==> config.mk <==
export PLATFORM = sky130hd
export DESIGN_NAME = wowa_result_tx
export DESIGN_NICKNAME = d
export VERILOG_FILES = /design/src/rtl/wowa_result_tx.sv
export SDC_FILE = /design/constraint.sdc
export NUM_CORES = 1
export LEC_CHECK = 0
export BUFFER_PORTS_ARGS = -buffer_cell sky130_fd_sc_hd__buf_2
export CAP_MARGIN = 20
export CORE_AREA = 8 8 82 84
export CTS_CLUSTER_SIZE = 40
export DETAILED_ROUTE_END_ITERATION = 12
export DIE_AREA = 0 0 90 92
export MAX_ROUTING_LAYER = met4
export PLACE_DENSITY = 0.77
export SYNTH_ARGS = -nofsm -noshare
export SYNTH_HDL_FRONTEND = slang
export SYNTH_SLANG_ARGS = --single-unit
==> constraint.sdc <==
create_clock -name clk -period 2.8 [get_ports clk]
set_input_delay 0.84 -clock clk [delete_from_list [all_inputs] [get_ports clk]]
set_output_delay 0.84 -clock clk [all_outputs]
set_load 0.03 [all_outputs]
==> src/rtl/wowa_result_tx.sv <==
// wowa_result_tx: captures SAR conversion results on the rising edge of
// result_ready, buffers them in a small FIFO and sends each one as an 8N1
// UART frame on tx.
//
// state  | meaning
// -------+-------------------------------------------------------------
// IDLE   | line high; waits for tx_enable and a buffered byte
// START  | start bit (tx low) for CLKS_PER_BIT cycles
// DATA   | 8 data bits LSB first, CLKS_PER_BIT cycles each
// STOP   | stop bit (tx high) for CLKS_PER_BIT cycles
//
// tx is registered from the current state, so the line lags the state
// register by one cycle. This gives the two-edge capture-to-start-bit
// latency and keeps the line glitch-free.
module wowa_result_tx #(
   parameter int CLKS_PER_BIT = 87,
   parameter int FIFO_DEPTH   = 4
) (
   input  logic       clk,
   input  logic       rst,
   input  logic       result_ready,
   input  logic [7:0] result,
   input  logic       tx_enable,
   output logic       tx,
   output logic       busy,
   output logic [4:0] fifo_level,
   output logic       overflow
);

   localparam int             PW        = (FIFO_DEPTH > 1) ? $clog2(FIFO_DEPTH) : 1;
   localparam int             BW        = 10;
   localparam logic [BW-1:0]  BAUD_LAST = BW'(CLKS_PER_BIT - 1);
   localparam logic [4:0]     DEPTH_L   = 5'(FIFO_DEPTH);

   typedef enum logic [1:0] {
      S_IDLE  = 2'd0,
      S_START = 2'd1,
      S_DATA  = 2'd2,
      S_STOP  = 2'd3
   } state_t;

   state_t        state_q, state_d;
   logic          rr_q, rr_d;
   logic [7:0]    mem_q [FIFO_DEPTH];
   logic [7:0]    mem_d [FIFO_DEPTH];
   logic [PW-1:0] wr_ptr_q, wr_ptr_d;
   logic [PW-1:0] rd_ptr_q, rd_ptr_d;
   logic [4:0]    level_q, level_d;
   logic          ovf_q, ovf_d;
   logic [7:0]    shift_q, shift_d;
   logic [2:0]    bit_q, bit_d;
   logic [BW-1:0] baud_q, baud_d;
   logic          tx_q, tx_d;

   logic          capture;
   logic          fifo_full;
   logic          pop;
   logic          push;
   logic          baud_done;

   assign capture   = result_ready & ~rr_q;
   assign fifo_full = (level_q == DEPTH_L);
   assign baud_done = (baud_q == BAUD_LAST);
   // A full FIFO still accepts a byte when the head is leaving on the same edge.
   assign push      = capture & (~fifo_full | pop);

   // Edge detector, FIFO pointers, level and sticky overflow.
   always_comb begin
      rr_d     = result_ready;
      wr_ptr_d = wr_ptr_q;
      rd_ptr_d = rd_ptr_q;
      level_d  = level_q;
      ovf_d    = ovf_q;
      mem_d    = mem_q;
      if (push) begin
         mem_d[wr_ptr_q] = result;
         wr_ptr_d        = wr_ptr_q + 1'b1;
      end
      if (pop) begin
         rd_ptr_d = rd_ptr_q + 1'b1;
      end
      if (capture && fifo_full && !pop) begin
         ovf_d = 1'b1;
      end
      case ({push, pop})
         2'b10:   level_d = level_q + 5'd1;
         2'b01:   level_d = level_q - 5'd1;
         default: level_d = level_q;
      endcase
   end

   // Frame sequencer: next state, shift register, bit and baud counters.
   always_comb begin
      state_d = state_q;
      shift_d = shift_q;
      bit_d   = bit_q;
      baud_d  = baud_q;
      pop     = 1'b0;
      case (state_q)
         S_IDLE: begin
            if (tx_enable && (level_q != 5'd0)) begin
               pop     = 1'b1;
               shift_d = mem_q[rd_ptr_q];
               bit_d   = 3'd0;
               baud_d  = '0;
               state_d = S_START;
            end
         end
         S_START: begin
            if (baud_done) begin
               baud_d  = '0;
               bit_d   = 3'd0;
               state_d = S_DATA;
            end else begin
               baud_d = baud_q + 1'b1;
            end
         end
         S_DATA: begin
            if (baud_done) begin
               baud_d  = '0;
               shift_d = {1'b0, shift_q[7:1]};
               if (bit_q == 3'd7) begin
                  state_d = S_STOP;
               end else begin
                  bit_d = bit_q + 1'b1;
               end
            end else begin
               baud_d = baud_q + 1'b1;
            end
         end
         S_STOP: begin
            if (baud_done) begin
               baud_d  = '0;
               state_d = S_IDLE;
            end else begin
               baud_d = baud_q + 1'b1;
            end
         end
         default: begin
            baud_d  = '0;
            state_d = S_IDLE;
         end
      endcase
   end

   // Line level follows the current state; registered one cycle later.
   always_comb begin
      tx_d = 1'b1;
      case (state_q)
         S_START: tx_d = 1'b0;
         S_DATA:  tx_d = shift_q[0];
         default: tx_d = 1'b1;
      endcase
   end

   // Control registers with synchronous reset.
   always_ff @(posedge clk) begin
      if (rst) begin
         state_q  <= S_IDLE;
         rr_q     <= 1'b0;
         wr_ptr_q <= '0;
         rd_ptr_q <= '0;
         level_q  <= 5'd0;
         ovf_q    <= 1'b0;
         shift_q  <= 8'd0;
         bit_q    <= 3'd0;
         baud_q   <= '0;
         tx_q     <= 1'b1;
      end else begin
         state_q  <= state_d;
         rr_q     <= rr_d;
         wr_ptr_q <= wr_ptr_d;
         rd_ptr_q <= rd_ptr_d;
         level_q  <= level_d;
         ovf_q    <= ovf_d;
         shift_q  <= shift_d;
         bit_q    <= bit_d;
         baud_q   <= baud_d;
         tx_q     <= tx_d;
      end
   end

   // FIFO storage; contents are don't-care until written, so no reset.
   always_ff @(posedge clk) begin
      mem_q <= mem_d;
   end

   assign tx         = tx_q;
   assign busy       = (state_q != S_IDLE);
   assign fifo_level = level_q;
   assign overflow   = ovf_q;

endmodule

==> results of run 1 <==
==> stage by stage <==
| step | util, % | area, um2 |
|---|---|---|
| 4_1_cts | 65.0 | 3510 |
| 3_3_place_gp | 61.1 | 3300 |
| 2_1_floorplan | - | 3120 |
| 3_5_place_dp | 61.1 | 3300 |
| 6_report | 65.0 | 3510 |
| 5_1_grt | 65.0 | 3510 |
==> where the power goes <==
group | leakage, nW | internal (mW) | switching, mW
logic | 0.652 | 0.572 | 0.775
clock network | 0.0988 | 0.426 | 0.404
registers | 0.578 | 1.17 | 0.137
==> state kept, by name (all words and copies together) (netlist names) <==
name,cells
overflow,1
shift_q,8
baud_q,10
tx,1
rd_ptr_q,2
fifo_level,5
state_q,2
bit_q,3
mem_q,32
rr_q,1
wr_ptr_q,2
==> layout make-up <==
type,count,area (um2)
timing repair buffer,26,148
fill,431,1890
clock buffer,9,124
clock inverter,7,82.6
tap,72,90.1
inverter,8,30.0
sequential,67,1660
multi-input combinational,177,1380
==> Yosys cell counts (2+ instances only) <==
cell                       number  area share (%)
sky130_fd_sc_hd__mux4_2         8             5.8
sky130_fd_sc_hd__a211oi_1       9             2.2
sky130_fd_sc_hd__and2_1         5             1.0
sky130_fd_sc_hd__a31oi_1        3            0.60
sky130_fd_sc_hd__inv_1          8            0.96
sky130_fd_sc_hd__nand3_1       13             2.1
sky130_fd_sc_hd__ha_1          15             6.0
sky130_fd_sc_hd__o32ai_1        2            0.56
sky130_fd_sc_hd__and3_1         2            0.40
sky130_fd_sc_hd__nor3_1         3            0.48
sky130_fd_sc_hd__edfxtp_1      32              31
sky130_fd_sc_hd__nand2b_1       6             1.2
sky130_fd_sc_hd__nor2_1        37             4.4
sky130_fd_sc_hd__a211oi_2       2            0.80
sky130_fd_sc_hd__a21oi_1        5            0.80
sky130_fd_sc_hd__nand4_1        2            0.40
sky130_fd_sc_hd__mux2_2         2            0.72
sky130_fd_sc_hd__clkbuf_1       6            0.72
sky130_fd_sc_hd__nor2b_1        5             1.0
sky130_fd_sc_hd__mux2i_1       11             3.5
sky130_fd_sc_hd__nand2_1        9             1.1
sky130_fd_sc_hd__xnor2_1       11             3.1
sky130_fd_sc_hd__dfxtp_1       35              22
sky130_fd_sc_hd__buf_2          4            0.64
sky130_fd_sc_hd__xor2_1         3            0.84
sky130_fd_sc_hd__a21o_1         2            0.48
==> worst register-to-register path, cell delays in order (launching register included) <==
cell	delay, ns
sky130_fd_sc_hd__dfxtp_1	0.39
sky130_fd_sc_hd__nor4_1	0.44
sky130_fd_sc_hd__nand2b_1	0.18
sky130_fd_sc_hd__nand2_1	0.15
sky130_fd_sc_hd__o31ai_1	0.09
sky130_fd_sc_hd__ha_1	0.25
sky130_fd_sc_hd__nor2_1	0.20
sky130_fd_sc_hd__nand4_1	0.12
sky130_fd_sc_hd__a21oi_1	0.18
sky130_fd_sc_hd__mux2_2	0.34
==> routing by layer <==
layer	part of all wire [%]	GRT usage (%)	vias up
met5	0	-	-
met4	2.7	8.88	0
met3	3.4	3.26	16
met2	46	22.1	48
met1	48	17.3	977
li1	-	-	1018
==> worst min path at each step <==
stage	slack, ns	end	cells past startpoint
2_1_floorplan	0.44	tx	2
3_3_place_gp	0.46	overflow	2
3_5_place_dp	0.46	shift_q[7]	2
4_1_cts	0.48	shift_q[7]	2
5_1_grt	0.49	shift_q[7]	2
6_report	0.47	shift_q[7]	2
==> cells by family (layout without fill, tap and decap cells) <==
logic type,Yosys count,in the layout,share of synthesized area [%]
AND/OR/NAND/NOR,93,93,15.4
adder cells (fa/ha/maj),15,15,6.01
buffers and inverters,20,50,2.80
XOR/XNOR,14,14,3.92
AO/OA/AOI/OAI,34,34,8.69
flip-flops,67,67,53.2
multiplexers,21,21,10.0
==> run_results.csv, run 1 <==
group,metric,value,unit
clock_tree,cts_setup_buffers,0,
cells_and_area,layout.nets,316,
sta,tightest_slew,0.635,ns
sta,finalClockSkew,0.0153,ns
setup_path,worst_ep_arrival_time,1.60,ns
hold_path,hp-start,"shift_q[7]",
global_route,groute.usage.overall,14.5,%
sta,timing.hold.ws,0.471,ns
floorplanning,initial_core_util,57.8,%
place,place_inst,350,
drt,drt_iter0_drc,97,
global_route,gr-total-overflow,0,
clock_tree,cts_root_buf,"sky130_fd_sc_hd__clkbuf_8",
floorplanning,die_w,90,um
sta,maxClockFrequency,0.410,GHz
floorplanning,rows,27,
global_route,grt_pass1_wl,9370,um
place,io_buffers,19,
setup_path,crit_family,"buffers and inverters",
drt,detail_route.vias_per_cell,5.63,
setup_path,ff2ff_path_depth,9,
drt,route.detailed.drc,0,
clock_tree,clock_tree_from_tritoncts,"built",
synth,synthesis.area,3120,um2
clock_tree,cts_max_level,3,
outcome,run_status,"completed",
drt,detailedRoute.firstPassIterationCount,4,
floorplanning,core,5410,um2
clock_tree,clkSinkCount,67,
sta,report.final.slew_viol_count,0,
setup_path,reg2reg_setup_slack,0.37,ns
synth,netlist_instances,264,
global_route,grt_pass1_vias,1988,
setup_path,path_common_cell,"sky130_fd_sc_hd__inv_1",
sta,postLayoutSetupSlackWorst,0.361,ns
setup_path,regToRegStartpoint,"fifo_level[1]",
pwr,p_leak,1.33,nW
clock_tree,max-clock-path-buffers,2,
setup_path,cp-end-kind,"output pin",
global_route,antenna_found_initial,0,
floorplanning,die_h,92,um
pwr,power.density,993,nW/um2
drt,finalWirelength,5470,um
setup_path,timing.critical_path.slowest_cell_delay,0.41,ns
global_route,grt_start_max_net_pins,32,
floorplanning,num_io_pins,20,
cells_and_area,mostFrequentLayoutCells,"sky130_fd_sc_hd__nor2_1, sky130_fd_sc_hd__dfxtp_1, sky130_fd_sc_hd__edfxtp_1",
setup_path,crit_required,1.96,ns
hold_path,worst_hold_check_path_type,"register to register",
setup_path,worst_path_cell_chain,"inv_1, ha_1, buf_4, inv_1, buf_2",
synth,yosys_warnings,0,
clock_tree,tritoncts.num_buffers,9,
drt,detail-route-antenna-nets,0,
sta,rsz_0062_raised_after_global_routing,"no",
pwr,vdd.ir_drop.worst,0.666,mV
clock_tree,post_cts_resized,0,
drt,drt-wirelength-per-cell,14.9,um
setup_path,cp_num_cells,5,
run,cap_viol_max_count,0,
synth,synth-seq-cells,67,
synth,synth_cell_types,50,
setup_path,cp_endpoint,"busy",
sta,timing.max_slew.rel_slack,57.6,%
sta,period_needed,2.44,ns
place,pre_cts_ws,0.227,ns
synth,postSynth.topFlopCell,"sky130_fd_sc_hd__dfxtp_1",
sta,setup_viol,0,
setup_path,worst_path_max_delay_cell,"sky130_fd_sc_hd__dfxtp_1",
cells_and_area,antennaDiodeCount,0,
setup_path,worst-path-max-fanout,10,
setup_path,setup.worst_path.start_class,"register",
clock_tree,worst_setup_hold_path_clk_slew,0.08,ns
cells_and_area,mostFrequentLayoutCell,"sky130_fd_sc_hd__nor2_1",
synth,synth-edff-count,32,
synth,synthesis.area_per_instance,11.8,um2
synth,mappedNetlistNets,291,
setup_path,crit-reg2reg-capture,"fifo_level[4]",
synth,synth_async_sr_flop_share,0,%
clock_tree,cts.hold.buffers_added,0,
floorplanning,dieArea,8280,um2
cells_and_area,layout-drive-gt1-share,20.7,%
synth,share_of_the_yosys_chip_area_belonging_to_registers,53.2,%
drt,routed_via_count,2059,
sta,finalHoldViolations,0,
cells_and_area,final_cells,366,
setup_path,worstPathBufferInverterCount,4,
place,dpl.hpwl,3660,um
setup_path,worst-setup-path-type,"register to output pin",
place,gpl.final_weighted_congestion,0.808,
sta,final_min_period_over_clock_period,87.1,%
sta,setup_total_negative_slack,0,ns
setup_path,source_of_the_critical_timing_path,"state_q[0]",
clock_tree,clock_insertion_delay_worst_skew,0.35,ns
cells_and_area,syn_to_final_growth,12.4,%
pwr,design_power_total,3.49,mW
Power figures use the tool's default switching activity.
==> run 2: changes to the inputs <==
Settings changed: ABC_AREA set to 1, PLACE_DENSITY 0.77 to 0.78.
==> run_results.csv, run 2 <==
group,metric,value,unit
drt,route.detailed.drc,0,
setup_path,source_of_the_critical_timing_path,"state_q[0]",
hold_path,min_to,"shift_q[3]",
clock_tree,tritoncts.num_buffers,9,
cells_and_area,mostFrequentLayoutCell,"sky130_fd_sc_hd__nor2_1",
sta,finalClockSkew,0.00793,ns
clock_tree,cts_setup_buffers,0,
sta,setup_total_negative_slack,0,ns
clock_tree,post_cts_resized,0,
global_route,grt_pass1_vias,2202,
synth,synth_cell_types,35,
synth,post-synth-top-area-fraction,30.3,%
setup_path,worst_ep_arrival_time,1.46,ns
place,dpl.hpwl,4030,um
clock_tree,clock_insertion_delay_worst_skew,0.33,ns
floorplanning,rows,27,
sta,finalHoldViolations,0,
synth,synthesis.area,3170,um2
sta,setup_viol,0,
pwr,power.density,996,nW/um2
sta,timing.max_slew.rel_slack,67.8,%
place,gpl.final_weighted_congestion,0.927,
sta,final_min_period_over_clock_period,82.1,%
cells_and_area,mostFrequentLayoutCells,"sky130_fd_sc_hd__nor2_1, sky130_fd_sc_hd__o21ai_0, sky130_fd_sc_hd__inv_1",
cells_and_area,antennaDiodeCount,0,
sta,period_needed,2.30,ns
floorplanning,initial_core_util,58.7,%
clock_tree,cts_max_level,3,
cells_and_area,top_register,"mem_q",
synth,netlist_instances,344,
clock_tree,clkSinkCount,67,
outcome,run_status,"completed",
setup_path,setup.worst_path.start_class,"register",
setup_path,regToRegStartpoint,"state_q[0]",
cells_and_area,final_cells,449,
synth,post-synth-top-count-cell,"sky130_fd_sc_hd__nor2_1",
cells_and_area,syn_to_final_growth,11.0,%
setup_path,worst-setup-path-type,"register to output pin",
sta,timing.hold.ws,0.447,ns
cells_and_area,final_core_util,65.2,%
drt,detail-route-antenna-nets,0,
synth,synth-edff-count,32,
drt,detailedRoute.firstPassIterationCount,4,
setup_path,ff2ff_path_depth,13,
synth,netlist.top_cell.by_area,"sky130_fd_sc_hd__edfxtp_1",
pwr,swShare,42.7,%
floorplanning,dieArea,8280,um2
drt,drt-wirelength-per-cell,12.8,um
hold_path,hp-start,"shift_q[3]",
pwr,netSwitchingPower,1.50,mW
pwr,design_power_total,3.51,mW
pwr,p_leak,1.36,nW
drt,routed_via_count,2339,
setup_path,worst-path-max-fanout,5,
global_route,groute.usage.overall,15.0,%
drt,detail_route.vias_per_cell,5.21,
sta,tightest_slew,0.482,ns
cells_and_area,layout-drive-gt1-share,18.3,%
setup_path,cp-end-kind,"output pin",
clock_tree,worst_setup_hold_path_clk_slew,0.07,ns
cells_and_area,layout.nets,399,
place,io_buffers,19,
hold_path,worst_hold_check_path_type,"register to register",
pwr,power.combinational.fraction,43.6,%
synth,yosys_warnings,0,
floorplanning,die_h,92,um
global_route,gr-total-overflow,0,
clock_tree,cts_root_buf,"sky130_fd_sc_hd__clkbuf_8",
setup_path,crit-reg2reg-capture,"fifo_level[4]",
setup_path,crit_required,1.96,ns
cells_and_area,fill_cells,452,
synth,netlist_top_cells_area,"sky130_fd_sc_hd__edfxtp_1, sky130_fd_sc_hd__dfxtp_1, sky130_fd_sc_hd__o21ai_0, sky130_fd_sc_hd__ha_1, sky130_fd_sc_hd__nor2_1",
floorplanning,core,5410,um2
hold_path,min_delay_path_depth,2,
place,place_inst,433,
cells_and_area,total_area_of_multi_input_combinational_cells,1300,um2
global_route,grt_start_max_net_pins,20,
synth,share_of_the_yosys_chip_area_belonging_to_registers,52.4,%
synth,synthesis.area_per_instance,9.22,um2
global_route,grt_pass1_wl,9870,um
pwr,internal_power,2.01,mW
cells_and_area,layout_top_registers,"mem_q x32, baud_q x10, shift_q x8",
floorplanning,num_io_pins,20,
floorplanning,die_w,90,um
clock_tree,cts.hold.buffers_added,0,
sta,report.final.slew_viol_count,0,
setup_path,reg2reg_setup_slack,0.75,ns
pwr,seq_power_share,37.3,%
synth,mappedNetlistNets,371,
pwr,vdd.ir_drop.worst,0.695,mV
drt,finalWirelength,5740,um
run,cap_viol_max_count,0,
synth,synth-seq-cells,67,
synth,synth_async_sr_flop_share,0,%
synth,yosys-top-cells-count,"sky130_fd_sc_hd__nor2_1, sky130_fd_sc_hd__o21ai_0, sky130_fd_sc_hd__inv_1",
drt,drt_iter0_drc,171,
clock_tree,clock_tree_from_tritoncts,"built",
pwr,clock_power_share,19.1,%
global_route,antenna_found_initial,0,
sta,maxClockFrequency,0.435,GHz
clock_tree,max-clock-path-buffers,2,
cells_and_area,footprint_of_the_flip_flops_and_latches,1660,um2
cells_and_area,largest_register_ff_count,32,
sta,rsz_0062_raised_after_global_routing,"no",
synth,postSynth.topFlopCell,"sky130_fd_sc_hd__dfxtp_1",
[run 2: cell types whose count changed in the layout (fill, tap and decap cells not counted), moves of 8 or more]
cell / before / now
sky130_fd_sc_hd__o22ai_1: 0 / 8
sky130_fd_sc_hd__nand2_1: 9 / 30
sky130_fd_sc_hd__mux2i_1: 11 / 0
sky130_fd_sc_hd__o21ai_0: 1 / 41
sky130_fd_sc_hd__mux4_2: 8 / 0
sky130_fd_sc_hd__a21oi_1: 5 / 28
sky130_fd_sc_hd__inv_1: 8 / 38
sky130_fd_sc_hd__nor3_1: 3 / 15
sky130_fd_sc_hd__xnor2_1: 11 / 0
[run 2: final cells by class]
| class | instances | area share (%) |
|---|---|---|
| Timing Repair Buffer | 25 | 3.98 |
| Multi-Input combinational cell | 225 | 36.9 |
| Tap cell | 72 | 2.56 |
| Clock buffer | 13 | 4.23 |
| Clock inverter | 3 | 0.426 |
| Inverter | 44 | 4.76 |
| Sequential cell | 67 | 47.2 |
[run 2: kinds of logic (layout without fill, tap and decap cells)]
logic type | after synthesis | in the layout | synth area share (%)
simple gates | 118 | 118 | 18.8
flops | 67 | 67 | 52.4
compound gates | 90 | 90 | 15.7
xor+xnor | 2 | 2 | 0.552
fa+ha+maj | 15 | 15 | 5.91
buf+inv | 52 | 85 | 6.66
[run 2: power by group through the flow]
stage	Clock (mW)	Combinational, mW	Sequential, mW
after floorplan	0	1.17	1.39
after global placement	0	1.49	1.32
after detailed placement	0	1.53	1.32
after CTS	0.691	1.54	1.31
after global routing	0.736	1.72	1.32
final	0.671	1.53	1.31
[run 2: routing by layer]
layer  track usage, %  vias to the layer above  wire length (um)
met5                -                        -                 0
met4             6.93                        0                66
met3             4.65                        7               231
met2             23.5                       40              2680
met1             17.5                     1061              2770
li1                 -                     1231                 -
[run 2: stage by stage]
| step | instance area [um2] | worst slack [ns] |
|---|---|---|
| 2_1_floorplan | 3170 | 0.716 |
| 3_3_place_gp | 3360 | 0.531 |
| 3_5_place_dp | 3360 | 0.489 |
| 4_1_cts | 3520 | 0.470 |
| 5_1_grt | 3520 | 0.378 |
| 6_report | 3520 | 0.500 |
[run 2: worst max-delay path by stage]
stage and to:
3_3_place_gp fifo_level[4], 6_report busy, 5_1_grt busy, 4_1_cts busy, 2_1_floorplan fifo_level[2], 3_5_place_dp fifo_level[4]
[run 2: critical path, cell delays in order (launching register included)]
cell	delay, ns
sky130_fd_sc_hd__dfxtp_1	0.42
sky130_fd_sc_hd__inv_1	0.11
sky130_fd_sc_hd__ha_1	0.32
sky130_fd_sc_hd__inv_1	0.08
sky130_fd_sc_hd__buf_2	0.19
